## config.mk

```make
export PLATFORM = sky130hd
export DESIGN_NAME = digit_scan_driver_flat
export DESIGN_NICKNAME = d
export VERILOG_FILES = /design/src/rtl/digit_scan_driver_if.sv /design/src/rtl/digit_scan_driver.sv /design/src/flat_wrapper.sv
export SDC_FILE = /design/constraint.sdc
export NUM_CORES = 1
export LEC_CHECK = 0
export CAP_MARGIN = 40
export CORE_MARGIN = 4
export CORE_UTILIZATION = 45
export DETAILED_ROUTE_END_ITERATION = 7
export PLACE_DENSITY = 0.66
export SYNTH_ARGS = -nofsm -noshare
export SYNTH_HDL_FRONTEND = slang
export SYNTH_SLANG_ARGS = --single-unit
```

## constraint.sdc

```tcl
create_clock -name clk -period 3.3 [get_ports clk]
set_input_delay 0.66 -clock clk [delete_from_list [all_inputs] [get_ports clk]]
set_output_delay 0.66 -clock clk [all_outputs]
set_load 0.02 [all_outputs]
```

## src/rtl/digit_scan_driver_if.sv

```systemverilog
// Display-side bundle of the digit scan driver: the value/control inputs
// coming from the host logic and the scan outputs going to the decoder.
interface digit_scan_driver_if #(
  parameter int NUM_DIGITS = 4
);
  logic [4*NUM_DIGITS-1:0] value_in;
  logic                    load;
  logic                    blank_lz;
  logic [3:0]              num;
  logic [NUM_DIGITS-1:0]   digit_en;
  logic                    frame_start;

  modport master (
    output value_in, load, blank_lz,
    input  num, digit_en, frame_start
  );

  modport slave (
    input  value_in, load, blank_lz,
    output num, digit_en, frame_start
  );
endinterface

```

## src/rtl/digit_scan_driver.sv

```systemverilog
// Time-multiplexed digit scanner. It holds a double-buffered BCD value,
// steps a one-hot enable across the digits, and presents each digit's code
// (with non-BCD and optional leading-zero blanking) to the downstream decoder.
module digit_scan_driver #(
  parameter int         NUM_DIGITS  = 4,
  parameter int         REFRESH_DIV = 1000,
  parameter logic [3:0] BLANK_CODE  = 4'b1111
) (
  input  logic                 clk,
  input  logic                 rst,
  digit_scan_driver_if.slave   bus
);

  localparam int IW = $clog2(NUM_DIGITS);
  localparam int PW = (REFRESH_DIV > 1) ? $clog2(REFRESH_DIV) : 1;
  localparam int VW = 4 * NUM_DIGITS;
  localparam logic [PW-1:0] PRESC_LAST = PW'(REFRESH_DIV - 1);
  localparam logic [IW-1:0] IDX_LAST   = IW'(NUM_DIGITS - 1);
  localparam logic [NUM_DIGITS-1:0] EN_DIGIT0 = NUM_DIGITS'(1);

  logic [PW-1:0]         presc_q, presc_d;
  logic [IW-1:0]         idx_q, idx_d;
  logic [VW-1:0]         pend_q, pend_d;
  logic                  pend_vld_q, pend_vld_d;
  logic [VW-1:0]         active_q, active_d;
  logic [3:0]            num_q, num_d;
  logic [NUM_DIGITS-1:0] digit_en_q, digit_en_d;
  logic                  frame_start_q, frame_start_d;
  logic                  adv;
  logic                  boundary;

  // Digit code for one slot: non-BCD nibbles blank first; leading-zero
  // blanking never applies to digit 0 so an all-zero value still shows "0".
  function automatic logic [3:0] digit_code(
    input logic [VW-1:0] val,
    input logic [IW-1:0] idx,
    input logic          blz
  );
    logic [3:0] nib;
    logic       upper_zero;
    nib        = val[4*int'(idx) +: 4];
    upper_zero = 1'b1;
    for (int j = 0; j < NUM_DIGITS; j++) begin
      if ((j >= int'(idx)) && (val[4*j +: 4] != 4'd0)) begin
        upper_zero = 1'b0;
      end
    end
    if (nib > 4'd9) begin
      return BLANK_CODE;
    end else if (blz && (idx != '0) && upper_zero) begin
      return BLANK_CODE;
    end
    return nib;
  endfunction

  // Next-state: prescaler/index stepping, frame-boundary buffer swap and
  // registered scan outputs computed from the post-swap value.
  always_comb begin
    adv           = (presc_q == PRESC_LAST);
    boundary      = adv && (idx_q == IDX_LAST);
    presc_d       = adv ? '0 : presc_q + 1'b1;
    idx_d         = idx_q;
    pend_d        = pend_q;
    pend_vld_d    = pend_vld_q;
    active_d      = active_q;
    num_d         = num_q;
    digit_en_d    = digit_en_q;
    frame_start_d = boundary;

    if (adv) begin
      idx_d = (idx_q == IDX_LAST) ? '0 : idx_q + 1'b1;
    end

    // The swap uses the flag as it was before this edge, so a load landing
    // on the boundary edge itself stays pending for one more frame.
    if (boundary && pend_vld_q) begin
      active_d   = pend_q;
      pend_vld_d = 1'b0;
    end

    if (bus.load) begin
      pend_d     = bus.value_in;
      pend_vld_d = 1'b1;
    end

    if (adv) begin
      digit_en_d = EN_DIGIT0 << idx_d;
      num_d      = digit_code(active_d, idx_d, bus.blank_lz);
    end
  end

  // State and output registers with synchronous reset.
  always_ff @(posedge clk) begin
    if (rst) begin
      presc_q       <= '0;
      idx_q         <= '0;
      pend_q        <= '0;
      pend_vld_q    <= 1'b0;
      active_q      <= '0;
      num_q         <= 4'd0;
      digit_en_q    <= EN_DIGIT0;
      frame_start_q <= 1'b0;
    end else begin
      presc_q       <= presc_d;
      idx_q         <= idx_d;
      pend_q        <= pend_d;
      pend_vld_q    <= pend_vld_d;
      active_q      <= active_d;
      num_q         <= num_d;
      digit_en_q    <= digit_en_d;
      frame_start_q <= frame_start_d;
    end
  end

  assign bus.num         = num_q;
  assign bus.digit_en    = digit_en_q;
  assign bus.frame_start = frame_start_q;

endmodule

```

## src/flat_wrapper.sv

```systemverilog
// flat-port wrapper written by rule: the top's interface ports become plain ports
module digit_scan_driver_flat 
#(
  parameter int         NUM_DIGITS  = 4,
  parameter int         REFRESH_DIV = 1000,
  parameter logic [3:0] BLANK_CODE  = 4'b1111
)
  (clk, rst, bus_value_in, bus_load, bus_blank_lz, bus_num, bus_digit_en, bus_frame_start);
  digit_scan_driver_if #(.NUM_DIGITS(NUM_DIGITS)) bus_i ();
  input  logic clk;
  input  logic rst;
  input wire logic [$bits(bus_i.value_in)-1:0] bus_value_in;
  input wire logic [$bits(bus_i.load)-1:0] bus_load;
  input wire logic [$bits(bus_i.blank_lz)-1:0] bus_blank_lz;
  output wire logic [$bits(bus_i.num)-1:0] bus_num;
  output wire logic [$bits(bus_i.digit_en)-1:0] bus_digit_en;
  output wire logic [$bits(bus_i.frame_start)-1:0] bus_frame_start;
  assign bus_i.value_in = bus_value_in;
  assign bus_i.load = bus_load;
  assign bus_i.blank_lz = bus_blank_lz;
  assign bus_num = bus_i.num;
  assign bus_digit_en = bus_i.digit_en;
  assign bus_frame_start = bus_i.frame_start;
  digit_scan_driver #(.NUM_DIGITS(NUM_DIGITS), .REFRESH_DIV(REFRESH_DIV), .BLANK_CODE(BLANK_CODE)) u_core (.clk(clk), .rst(rst), .bus(bus_i));
endmodule
```

==> results of run 1 <==
==> routing by layer <==
| layer | global-route usage [%] | share of wire, % | vias to the layer above |
|---|---|---|---|
| met3 | 3.90 | 4.2 | 7 |
| li1 | - | - | 1016 |
| met2 | 28.0 | 46 | 34 |
| met5 | 0 | 0 | - |
| met4 | 5.56 | 1.5 | 0 |
| met1 | 24.1 | 48 | 937 |
==> cell families after synthesis <==
logic type | after synthesis | synth area share (%)
flops | 54 | 43.1
xor+xnor | 8 | 2.79
buf+inv | 21 | 3.69
compound gates | 43 | 11.3
fa+ha+maj | 2 | 0.998
mux | 32 | 14.4
simple gates | 119 | 23.7
==> how the worst min path moves through the flow <==
stage                                     to  slack (ns)
final                      u_core.presc_q[0]        0.46
after CTS                  u_core.presc_q[0]        0.46
after global routing      u_core.active_q[7]        0.47
after detailed placement   u_core.presc_q[0]        0.44
after floorplan            u_core.presc_q[0]        0.42
after global placement     u_core.presc_q[0]        0.43
==> final cells by class <==
| class | count | area, sq um | share of cell area, % |
|---|---|---|---|
| Multi-Input combinational cell | 204 | 1330 | 45.6 |
| Sequential cell | 54 | 1080 | 36.9 |
| Timing Repair Buffer | 32 | 318 | 10.9 |
| Tap cell | 70 | 87.6 | 2.99 |
| Clock buffer | 5 | 68.8 | 2.35 |
| Clock inverter | 3 | 23.8 | 0.812 |
| Inverter | 4 | 15.0 | 0.513 |
==> cell usage after synthesis (all sizes together) <==
cell type / number
a2111oi: 4
a211oi: 2
a21oi: 17
a22oi: 1
a32oi: 4
and2: 1
and3: 1
and4: 2
and4bb: 1
buf: 7
clkbuf: 10
dfxtp: 54
ha: 2
inv: 4
mux2: 3
mux2i: 28
mux4: 1
nand2: 37
nand2b: 5
nand3: 6
nand4: 4
nand4bb: 1
nor2: 49
nor4: 5
o211a: 2
o211ai: 4
o21ai: 5
o22ai: 1
o311ai: 1
o31ai: 1
o41ai: 1
or2: 2
or3: 1
or3b: 3
or4: 1
xnor2: 4
xor2: 4
==> power groups by stage <==
| stage | clock, uW | sequential, uW | combinational, uW |
|---|---|---|---|
| 2_1_floorplan | 0 | 690 | 42.9 |
| 3_3_place_gp | 0 | 696 | 70.7 |
| 3_5_place_dp | 0 | 696 | 73.0 |
| 4_1_cts | 386 | 682 | 73.1 |
| 5_1_grt | 419 | 684 | 80.3 |
| 6_report | 380 | 682 | 72.0 |
==> sequential cells by signal, summed over array words and instances, names as in the netlist <==
signal and cells:
u_core.bus.digit_en 4, u_core.bus.frame_start 1, u_core.pend_vld_q 1, u_core.idx_q 2, u_core.pend_q 16, u_core.active_q 16
u_core.bus.num 4, u_core.presc_q 10
==> through the flow <==
| step | instances | util [%] |
|---|---|---|
| after floorplan | 279 | - |
| after global placement | 363 | 53.8 |
| after detailed placement | 364 | 54.1 |
| after CTS | 372 | 55.9 |
| after global routing | 372 | 55.9 |
| final | 372 | 55.9 |
==> run_results.csv, run 1 <==
group,metric,value,unit
drt,antenna_left,0,
setup_path,crit_path_start_kind,"flip-flop",
sta,hold_ws,0.457,ns
power,switchingPower,273,uW
setup_path,cp.required,3.51,ns
sta,rsz0062_at_grt,"false",
clock_tree,clkSinkCount,54,
setup_path,worst-path-stages,8,
setup_path,path_cells,"ha_1 -> nand2_1 -> or4_4 -> mux2i_1 -> mux2i_1 -> mux2i_4 -> a211oi_1 -> or2_1",
clock_tree,numCtsBuffers,5,
yosys,netlist.area_leader.share,43.1,%
die,coreArea,0.00524,sq mm
finish,nets,323,
setup_path,crit_path_frequent_cell,"mux2i_1",
yosys,ys_ff_latch,54,
setup_path,r2r-start,"u_core.idx_q[0]",
power,pwr-share-comb,6.3,%
finish,area_growth,16.8,%
power,pwr-share-seq,60.1,%
clock_tree,cts.clk_slew.worst_paths,0.10,ns
finish,antenna_cells,0,
clock_tree,htreeDepth,2,
grt,grt_overflow,0,
flow_run,maxCapViolCount,0,
finish,drive_gt1_share,7.95,%
clock_tree,cts-root-buf,"clkbuf_8",
clock_tree,clkLatencyLatePin,0.31,ns
sta,fmax,357,MHz
die,die_h,82.6,um
die,pin_count,29,
drt,firstDrtPassIters,4,
grt,grt_pass1_vias,1897,
status,status,"completed",
placement,dpl_cell_area,0.00284,sq mm
setup_path,cp_top_family,"simple AND/OR/NAND/NOR gates",
die,rows,26,
sta,fin_ws,0.501,ns
power,power_frac_clock,33.5,%
grt,grt_pass1_wl,9.21,mm
setup_path,r2r-end,"u_core.bus.num[0]",
sta,min_period,2.80,ns
finish,final_cell_mix,"dfxtp_1, nor2_1, nand2_1",
yosys,synth_nets,301,
clock_tree,post_cts_buffers,0,
power,intPower,860,uW
die,die_w,82.6,um
sta,slew_headroom,64.9,%
min_path,hold_start,"u_core.presc_q[0]",
setup_path,path_max_fanout,19,
power,total_power,1130,uW
drt,remaining_drc_errors,0,
grt,grt_usage,17.8,%
power,powerDensity,387,mW/mm^2
min_path,min_path_cells,1,
setup_path,critPathLaunch,"u_core.idx_q[0]",
yosys,yosysTopAreaCell,"dfxtp_1",
drt,wl_per_cell,14.9,um
clock_tree,tritoncts,"built",
min_path,min_path_type,"reg2reg",
yosys,synth_area_leaders,"dfxtp_1, mux2i_1, nor2_1, nand2_1, a21oi_1",
sta,worstMarginPinSlew,0.513,ns
sta,fin_skew,0.00748,ns
grt,antenna_found_initial,0,
setup_path,worstPathArrival,3.01,ns
power,power_leakage,0.00112,uW
clock_tree,hold_buffers,0,
sta,finalHoldViolCount,0,
die,dieArea,0.00683,sq mm
placement,gp_congestion,0.919,
sta,tns,0,ns
power,ir_drop,0.000222,V
drt,wirelength,5.54,mm
finish,fillers,500,
grt,grt_start_max_net_pins,35,
sta,finalSetupViolations,0,
setup_path,critPathCapture,"u_core.bus.num[0]",
setup_path,r2r_cells,8,
drt,vias,1994,
sta,drv_slew,0,
yosys,syn_area,0.00251,sq mm
setup_path,cpPeakStageDelay,0.64,ns
setup_path,end_kind,"flip-flop",
clock_tree,ctsLongestPathBuffers,2,
power,swShare,24.1,%
finish,final_area,0.00293,sq mm
setup_path,reg2reg_slack,0.50,ns
die,start_util,47.9,%
placement,port_buffers,28,
setup_path,critPathKind,"reg2reg",
yosys,ys_types,46,
sta,final.period_utilization,84.8,%
placement,dp_hpwl,4.13,mm
yosys,synth_area_per_cell,8.99,sq um
yosys,yosysWarnings,0,
yosys,synthCells,279,
yosys,synth.yosys.seq_area_share,43.1,%
drt,viasPerCell,5.36,
setup_path,slowest_stage,"dfxtp_1",
drt,drt_iter0_drc,170,
finish,final_common_cell,"dfxtp_1",
placement,pre_cts_ws,0.591,ns
setup_path,path_buf_inv,0,
clock_tree,cts_resized,0,
(Power assumes the default switching activity.)
==> inputs of run 2 (changes only) <==
--- a/config.mk
+++ b/config.mk
@@ -9,7 +9,7 @@
 export CORE_MARGIN = 4
 export CORE_UTILIZATION = 45
 export DETAILED_ROUTE_END_ITERATION = 7
-export PLACE_DENSITY = 0.66
+export PLACE_DENSITY = 0.69
 export SYNTH_ARGS = -nofsm -noshare
 export SYNTH_HDL_FRONTEND = slang
 export SYNTH_SLANG_ARGS = --single-unit
==> constraint.sdc (replaced) <==
create_clock -name clk -period 2.3 [get_ports clk]
set_input_delay 0.46 -clock clk [delete_from_list [all_inputs] [get_ports clk]]
set_output_delay 0.46 -clock clk [all_outputs]
set_load 0.02 [all_outputs]
==> run_results.csv, run 2 (synthesis results as in run 1) <==
group,metric,value,unit
status,status,"completed",
power,ir_drop,0.000313,V
power,swShare,21.7,%
die,start_util,47.9,%
finish,final_cell_mix,"nor2_1, dfxtp_1, nand2_1",
drt,wl_per_cell,15.2,um
clock_tree,tritoncts,"built",
power,pwr-share-comb,6.4,%
clock_tree,cts-root-buf,"clkbuf_8",
setup_path,end_kind,"flip-flop",
setup_path,r2r-start,"u_core.idx_q[1]",
drt,wirelength,6.00,mm
min_path,hold_start,"u_core.bus.digit_en[1]",
setup_path,r2r_cells,9,
drt,antenna_left,0,
setup_path,path_max_fanout,7,
finish,final_util,61.5,%
grt,grt_overflow,0,
placement,placed_cells,384,
sta,min_period,2.24,ns
die,coreArea,0.00524,sq mm
sta,finalSetupViolations,0,
sta,slew_headroom,71.3,%
die,die_h,82.6,um
sta,drv_slew,0,
finish,area_growth,28.4,%
clock_tree,clkLatencyLatePin,0.30,ns
power,intPower,1350,uW
finish,finalNonFillerCells,396,
grt,grt_pass1_wl,9.67,mm
sta,fin_skew,0.0102,ns
grt,grt_pass1_vias,2048,
power,pwr-share-seq,57.1,%
grt,antenna_found_initial,0,
min_path,worstHoldEndpoint,"u_core.bus.digit_en[1]",
power,power_leakage,0.00123,uW
clock_tree,htreeDepth,2,
finish,antenna_cells,0,
sta,final.period_utilization,97.6,%
sta,finalHoldViolCount,0,
setup_path,cp.required,2.56,ns
setup_path,r2r-end,"u_core.bus.num[2]",
grt,grt_start_max_net_pins,26,
placement,pre_cts_ws,-0.0235,ns
sta,worstMarginPinSlew,0.425,ns
finish,top_regs,"u_core.active_q (16), u_core.pend_q (16), u_core.presc_q (10)",
power,power_frac_clock,36.5,%
die,die_w,82.6,um
drt,vias,2146,
setup_path,reg2reg_slack,0.06,ns
setup_path,crit_path_start_kind,"flip-flop",
setup_path,critPathKind,"reg2reg",
sta,fmax,445,MHz
clock_tree,cts.clk_slew.worst_paths,0.10,ns
drt,viasPerCell,5.42,
finish,nets,347,
finish,final_common_cell,"nor2_1",
clock_tree,ctsLongestPathBuffers,2,
clock_tree,clkSinkCount,54,
die,pin_count,29,
die,dieArea,0.00683,sq mm
placement,dp_hpwl,4.37,mm
finish,drive_gt1_share,19.9,%
sta,fin_ws,0.0552,ns
min_path,min_path_type,"reg2reg",
clock_tree,hold_buffers,0,
clock_tree,numCtsBuffers,5,
power,switchingPower,372,uW
setup_path,critPathLaunch,"u_core.idx_q[1]",
placement,port_buffers,28,
drt,drt_iter0_drc,166,
flow_run,maxCapViolCount,0,
die,rows,26,
placement,gp_congestion,0.870,
drt,remaining_drc_errors,0,
power,powerDensity,534,mW/mm^2
drt,firstDrtPassIters,4,
power,total_power,1720,uW
min_path,min_path_cells,2,
setup_path,worstPathArrival,2.50,ns
grt,grt_usage,18.5,%
-- run 2: cell types whose count changed in the layout (fill, tap and decap cells not counted), sizes merged --
| cell | change |
|---|---|
| clkbuf | +1 |
| inv | -1 |
| clkinvlp | -1 |
| bufinv | +1 |
| buf | +24 |
-- run 2: routing by layer --
layer,vias up,global-route usage [%],wire [um]
met5,-,0,0
met4,0,7.68,119
met3,14,3.47,221
met2,38,30.4,2940
met1,1020,23.7,2720
li1,1074,-,-
-- run 2: critical path: stages, from the launching register on --
cell and delay [ns]:
dfxtp_2 0.38, ha_4 0.18, nand2_2 0.07, or4_4 0.55, buf_6 0.16, mux2i_4 0.18
mux2i_2 0.21, mux2i_4 0.12, o211ai_1 0.18, o211a_1 0.16
-- run 2: timing repair --
action,4_1_cts,5_1_grt
setup buffers,0,4
setup endpoints to repair,3,4
cloned,0,0
pin swaps,0,9
resized for setup,2,22
-- run 2: stage by stage --
step | hold slack [ns] | area [sq um] | setup TNS [ns]
global placement | 0.433 | 2980 | -0.0415
detailed placement | 0.444 | 2980 | -0.0235
finish | 0.454 | 3220 | 0
global route | 0.486 | 3220 | -0.0417
CTS | 0.458 | 3100 | 0
floorplan | 0.420 | 2510 | 0
-- run 2: how the worst max path moves through the flow --
stage	slack (ns)	cells past startpoint	end
floorplan	0.007	9	u_core.bus.num[0]
global placement	-0.04	8	u_core.bus.num[0]
detailed placement	-0.02	8	u_core.bus.num[0]
CTS	0.003	8	u_core.bus.num[0]
global route	-0.02	8	u_core.bus.num[0]
finish	0.06	9	u_core.bus.num[2]
-- run 2: power groups by stage --
stage               clock, uW  combinational [uW]  sequential [uW]
finish                    627                 110              981
CTS                       651                 109              977
floorplan                   0                61.8              990
detailed placement          0                 109              999
global route              688                 122              984
global placement            0                 107              999
-- run 2: layout make-up --
cell class	instances	area, sq um
fillers	459	2020
multi-input cells	204	1410
flip-flops and latches	54	1090
repair buffers	56	507
well taps	70	87.6
clock buffers	6	72.6
clock inverters	2	37.5
inverters	4	15.0
